$ cat config.mk
export PLATFORM = sky130hd
export DESIGN_NAME = uart_rx_sequencer
export DESIGN_NICKNAME = d
export VERILOG_FILES = /design/src/rtl/uart_rx_sequencer.sv
export SDC_FILE = /design/constraint.sdc
export NUM_CORES = 1
export LEC_CHECK = 0
export CORE_MARGIN = 1.5
export CORE_UTILIZATION = 54
export CTS_CLUSTER_SIZE = 14
export DETAILED_ROUTE_END_ITERATION = 10
export PLACE_DENSITY = 0.78
export SYNTH_ARGS = -nofsm -noshare
export SYNTH_HDL_FRONTEND = slang
export SYNTH_SLANG_ARGS = --single-unit
export TNS_END_PERCENT = 1
$ cat constraint.sdc
create_clock -name rx_clk -period 2.05 [get_ports rx_clk]
set_clock_uncertainty 0.05 [all_clocks]
set_input_delay 0.205 -clock rx_clk [delete_from_list [all_inputs] [get_ports rx_clk]]
set_output_delay 0.205 -clock rx_clk [all_outputs]
set_load 0.005 [all_outputs]
$ cat src/rtl/uart_rx_sequencer.sv
// UART receive sequencer: oversampled start/data/parity/stop framing with a one-word output slot.
// Latency: rx_in reaches the FSM 2 cycles late; strobes and the delivered word appear the cycle after each bit sample.
// Backpressure: a frame completing while the slot is held (rx_valid & ~rx_ready) is dropped and overrun_error is set.
//
// Ports:
//   rx_clk, rx_rst_n         clock, asynchronous active-low reset
//   rx_in                    asynchronous serial line, idle high
//   baud_tick                single-cycle oversample enable (OVERSAMPLE ticks per bit)
//   rx_ready                 consumer accepts rx_data when rx_valid & rx_ready
//   shift/parity_load/check_stop  single-cycle datapath strobes, one cycle after the matching sample
//   rx_data, rx_valid        received word and its valid flag
//   parity_bit_error, stop_bit_error  per-frame error flags, meaningful while rx_valid=1
//   overrun_error            sticky; set when a frame is dropped, cleared after the next acceptance
//   busy                     FSM is not idle
module uart_rx_sequencer #(
  parameter int DATA_WIDTH = 8,
  parameter int OVERSAMPLE = 16,
  parameter int PARITY_EN  = 1,
  parameter int PARITY_ODD = 0
) (
  input  logic                  rx_clk,
  input  logic                  rx_rst_n,
  input  logic                  rx_in,
  input  logic                  baud_tick,
  input  logic                  rx_ready,
  output logic                  shift,
  output logic                  parity_load,
  output logic                  check_stop,
  output logic [DATA_WIDTH-1:0] rx_data,
  output logic                  rx_valid,
  output logic                  parity_bit_error,
  output logic                  stop_bit_error,
  output logic                  overrun_error,
  output logic                  busy
);

  localparam int SW = $clog2(OVERSAMPLE);
  localparam int BW = $clog2(DATA_WIDTH + 1);
  localparam logic [SW-1:0] SMP_HALF = SW'(OVERSAMPLE / 2 - 1);
  localparam logic [SW-1:0] SMP_LAST = SW'(OVERSAMPLE - 1);
  localparam logic [BW-1:0] BIT_LAST = BW'(DATA_WIDTH - 1);
  localparam logic          PAR_ODD  = (PARITY_ODD != 0);

  typedef enum logic [2:0] {
    S_IDLE,
    S_START,
    S_DATA,
    S_PARITY,
    S_STOP
  } state_t;

  state_t                r_state;
  logic                  r_sync1;
  logic                  r_sync2;
  logic                  r_prev;
  logic [SW-1:0]         r_smp;
  logic [BW-1:0]         r_bits;
  logic [DATA_WIDTH-1:0] r_shreg;
  logic                  r_perr;

  logic                  r_shift;
  logic                  r_pload;
  logic                  r_cstop;
  logic [DATA_WIDTH-1:0] r_data;
  logic                  r_valid;
  logic                  r_perr_o;
  logic                  r_serr_o;
  logic                  r_ovr;

  logic w_rx_s;
  logic w_fall;
  logic w_accept;
  logic w_slot_free;

  assign w_rx_s      = r_sync2;
  assign w_fall      = r_prev & ~w_rx_s;
  assign w_accept    = r_valid & rx_ready;
  // The slot can take a new word if empty or being drained in this same cycle.
  assign w_slot_free = ~r_valid | rx_ready;

  // Two-flop synchronizer plus one history flop for falling-edge detection.
  // Reset to 1 (idle line) so a reset release never looks like a start edge.
  always_ff @(posedge rx_clk or negedge rx_rst_n) begin
    if (!rx_rst_n) begin
      r_sync1 <= 1'b1;
      r_sync2 <= 1'b1;
      r_prev  <= 1'b1;
    end else begin
      r_sync1 <= rx_in;
      r_sync2 <= r_sync1;
      r_prev  <= r_sync2;
    end
  end

  always_ff @(posedge rx_clk or negedge rx_rst_n) begin
    if (!rx_rst_n) begin
      r_state  <= S_IDLE;
      r_smp    <= '0;
      r_bits   <= '0;
      r_shreg  <= '0;
      r_perr   <= 1'b0;
      r_shift  <= 1'b0;
      r_pload  <= 1'b0;
      r_cstop  <= 1'b0;
      r_data   <= '0;
      r_valid  <= 1'b0;
      r_perr_o <= 1'b0;
      r_serr_o <= 1'b0;
      r_ovr    <= 1'b0;
    end else begin
      r_shift <= 1'b0;
      r_pload <= 1'b0;
      r_cstop <= 1'b0;

      // Acceptance drains the slot and clears a pending overrun; a frame
      // delivered in the STOP branch below overrides the valid clear.
      if (w_accept) begin
        r_valid <= 1'b0;
        r_ovr   <= 1'b0;
      end

      case (r_state)
        S_IDLE: begin
          if (w_fall) begin
            r_state <= S_START;
            r_smp   <= '0;
            r_bits  <= '0;
          end
        end

        S_START: begin
          if (baud_tick) begin
            if (r_smp == SMP_HALF) begin
              r_smp   <= '0;
              // Line back high at mid start bit: glitch, not a frame.
              r_state <= w_rx_s ? S_IDLE : S_DATA;
            end else begin
              r_smp <= r_smp + 1'b1;
            end
          end
        end

        S_DATA: begin
          if (baud_tick) begin
            if (r_smp == SMP_LAST) begin
              r_smp   <= '0;
              // LSB arrives first, so shifting in at the MSB leaves it at bit 0.
              r_shreg <= {w_rx_s, r_shreg[DATA_WIDTH-1:1]};
              r_bits  <= r_bits + 1'b1;
              r_shift <= 1'b1;
              if (r_bits == BIT_LAST) begin
                r_state <= (PARITY_EN != 0) ? S_PARITY : S_STOP;
              end
            end else begin
              r_smp <= r_smp + 1'b1;
            end
          end
        end

        S_PARITY: begin
          if (baud_tick) begin
            if (r_smp == SMP_LAST) begin
              r_smp   <= '0;
              r_perr  <= (^r_shreg) ^ w_rx_s ^ PAR_ODD;
              r_pload <= 1'b1;
              r_state <= S_STOP;
            end else begin
              r_smp <= r_smp + 1'b1;
            end
          end
        end

        S_STOP: begin
          if (baud_tick) begin
            if (r_smp == SMP_LAST) begin
              r_smp   <= '0;
              r_bits  <= '0;
              r_cstop <= 1'b1;
              r_state <= S_IDLE;
              if (w_slot_free) begin
                r_data   <= r_shreg;
                r_valid  <= 1'b1;
                r_perr_o <= r_perr;
                r_serr_o <= ~w_rx_s;
              end else begin
                // Held word is kept intact; the new frame is lost.
                r_ovr <= 1'b1;
              end
            end else begin
              r_smp <= r_smp + 1'b1;
            end
          end
        end

        default: begin
          r_state <= S_IDLE;
          r_smp   <= '0;
          r_bits  <= '0;
        end
      endcase
    end
  end

  assign shift            = r_shift;
  assign parity_load      = r_pload;
  assign check_stop       = r_cstop;
  assign rx_data          = r_data;
  assign rx_valid         = r_valid;
  assign parity_bit_error = r_perr_o;
  assign stop_bit_error   = r_serr_o;
  assign overrun_error    = r_ovr;
  assign busy             = (r_state != S_IDLE);

endmodule

==> impl_metrics.csv <==
group,metric,value,unit
layout,drive_above_1_share,0.2663,
layout,fin_nets,176,
placed_design,portBuffers,20,
synthesis,synth-main-ff-cell,"dfrtp_1",
layout,fillers,236,
routing,firstDrtPassIters,4,
synthesis,syn-num-nets,146,
grt,grt_antenna_before_repair,0,
floorplanning,coreArea,3053,um^2
floorplanning,die_y,59.59,um
timing,max_freq,519.2,MHz
timing,finalWorstSetupSlack,0.1240,ns
placed_design,post-place-ws,0.1206,ns
timing,tightest_slew,0.8192,ns
placed_design,globalplace.congestion,0.8427,
routing,wirelength,3111,um
routing,ant_nets,0,
timing,hold_ws,0.2256,ns
synthesis,synth_cell_types,44,
outcome,status,"completed",
synthesis,synthMuxAreaShare,0.1237,
clocking,ctsLongestPathBuffers,2,
synthesis,yosysWarnings,0,
hold_path,worstHoldPathType,"input pin to register",
synthesis,synth_area,1729,um^2
clocking,clk_latency,0.34,ns
layout,diodes,0,
worst_setup_path,cp.required,1.79,ns
floorplanning,num_rows,20,
grt,grt_max_degree,39,
timing,period_minus_slack,1.926,ns
synthesis,yosys.area_share.simple,0.1375,
clocking,cts_root_buffer,"clkbuf_4",
synthesis,synth_xor_area_frac,0.04848,
synthesis,avgSynthCellArea,12.44,um^2
timing,fin_crit_sh,0.9395,
synthesis,synth_top_family_by_area,"simple AND/OR/NAND/NOR gates",
placed_design,dpl.hpwl,2140,um
timing,relSlewSlack,0.4539,
grt,busiest_layer,"met2",
clocking,cts_max_level,2,
clocking,cts_sinks,38,
synthesis,synth_largest_area_cell,"dfrtp_1",
timing,rsz0062_at_grt,"false",
grt,use_met3,0.04803,
grt,use_met2,0.3328,
synthesis,syn_inst,139,
routing,wl_per_cell,14.61,um
floorplanning,die_w,59.59,um
routing,drt_first_iter_violations,33,
floorplanning,ioPinCount,21,
grt,met1_usage,0.2425,
routing,drcViolationCount,0,
worst_setup_path,crit_type,"register to output port",
timing,final_hold_viol_count,0,
clocking,numCtsBuffers,5,
synthesis,synth_edf_count,0,
worst_setup_path,cp-end-kind,"output port",
routing,vias,1187,
pwr,peakVddDrop,0.7450,mV
pwr,power_density,891.5,nW/um^2
grt,track_usage,0.2023,
routing,via_per_inst,5.573,
timing,setup-tns-final,0,ns
synthesis,seq_area_frac_synth,0.5521,
layout,final_util,0.6934,
clocking,cts_tree,"yes",
layout,area_growth,22.43,%
grt,grt_pass1_vias,1220,
grt,grt_pass1_wl,5264,um
synthesis,synth.area.top_cells,"dfrtp_1 (51%), mux2_2 (12%), dfstp_2 (4.6%), xnor2_1 (3.0%), o21ai_0 (2.0%)",
timing,finalSetupViolCount,0,
synthesis,synthArstFlopShare,1.000,
synthesis,synth_compound_area_frac,0.09768,
floorplanning,dieArea,3550,um^2
run,drv_cap,0,
grt,grt-ovfl-total,0,
synthesis,synthAdderAreaFrac,0.01447,
worst_setup_path,arrival,1.67,ns
timing,finalMaxSlewViolations,0,
synthesis,synth_top_area_frac,0.5065,
pwr,p_leak,0.9658,nW
synthesis,ys_ff_latch,38,
worst_setup_path,crit_fanout,7,
clocking,clkTransAtPathRegs,0.10,ns
floorplanning,initial_utilization,0.5664,
worst_setup_path,startpoint_type,"register",
==> cells in the final DEF, fill, tap and decap left out, types with 4 or more instances in the layout <==
master	n
mux2_2	19
nand3_1	4
buf_4	6
dfrtp_1	35
nand2b_1	4
xnor2_1	6
a21oi_1	4
o21ai_0	7
clkbuf_4	5
clkdlybuf4s50_1	19
nor2b_1	4
nand2_1	6
inv_1	5
==> worst max-delay path, stage by stage (launching register included) <==
cell and delay (ns):
dfrtp_1 0.44, buf_4 0.19, nor2_4 0.19, nand2_1 0.08, clkdlybuf4s50_1 0.44
==> registers in the layout, summed over array words and instances, names as in the netlist, 3 cells and up <==
signal,flops
r_shreg,8
rx_data,8
r_state,3
r_smp,4
r_bits,4
==> cells by family (layout without fill, tap and decap cells) <==
kind of cell,Yosys count,after routing
DFF,38,38
and+or+nand+nor,37,37
AOI/OAI and AO/OA,25,25
muxes,19,19
buffers and inverters,10,40
xor gates and xnor gates,8,8
adders and majority gates,2,2
==> where the power goes <==
group | internal, mW | total (mW) | switching [mW]
clock | 0.284 | 0.516 | 0.232
combinational | 0.210 | 0.445 | 0.235
sequential | 0.835 | 0.927 | 0.0921
==> per-layer routing <==
| metal | vias up | routed length, um |
|---|---|---|
| li1 | 575 | - |
| met5 | - | 0 |
| met4 | 0 | 41 |
| met3 | 5 | 94 |
| met2 | 29 | 1542 |
| met1 | 578 | 1433 |
==> synthesized netlist by cell type, drive strengths merged, types with 3 or more instances <==
| library cell | instances |
|---|---|
| o21ai | 8 |
| nor2b | 4 |
| nand2 | 6 |
| buf | 4 |
| mux2 | 19 |
| nor2 | 3 |
| a21oi | 4 |
| inv | 5 |
| nand3 | 4 |
| dfrtp | 35 |
| dfstp | 3 |
| xnor2 | 6 |
| nand2b | 4 |
==> repair_timing <==
item                                    in CTS  in global routing
hold buffers                                 1                  0
endpoints found under the hold margin       35                  0
cloned                                       0                  0
resized for setup                            1                  1
pin swaps                                    0                  0
buffers inserted                             0                  0
endpoints found under the setup margin       1                  1
==> path summary, 6_finish.rpt <==
kind | slack [ns] | depth (start not counted) | to | start
max | 0.12 | 4 | busy | r_state[0]$_DFFE_PN0P_
min | 0.23 | 1 | r_sync1$_DFF_PN1_ | rx_in
max reg2reg | 0.18 | 5 | r_bits[2]$_DFFE_PN0P_ | r_smp[0]$_DFFE_PN0P_
min reg2reg | 0.31 | 0 | r_sync2$_DFF_PN1_ | r_sync1$_DFF_PN1_
max in group asynchronous | 0.99 | 2 | r_smp[1]$_DFFE_PN0P_ | rx_rst_n
min in group asynchronous | 0.44 | 2 | r_smp[3]$_DFFE_PN0P_ | rx_rst_n
==> area by class of cell <==
cell class                 count  area, um^2  share of cell area
inverter                       5       18.77            0.008865
clock buffer                   6       51.30             0.02423
multi-input combinational     91       737.0              0.3481
timing repair buffer          28       270.3              0.1277
tap                           44       55.05             0.02600
sequential                    38       954.7              0.4509
clock inverter                 1       30.03             0.01418
==> per-stage QoR <==
step / std cells / cell area [um^2] / power (mW)
2_1_floorplan: 139 / 1729 / 1.223
3_3_place_gp: 205 / 2018 / 1.338
3_5_place_dp: 205 / 2018 / 1.360
4_1_cts: 213 / 2112 / 1.883
5_1_grt: 213 / 2117 / 1.994
6_report: 213 / 2117 / 1.887
No activity file was read; power rests on OpenSTA's default activity.
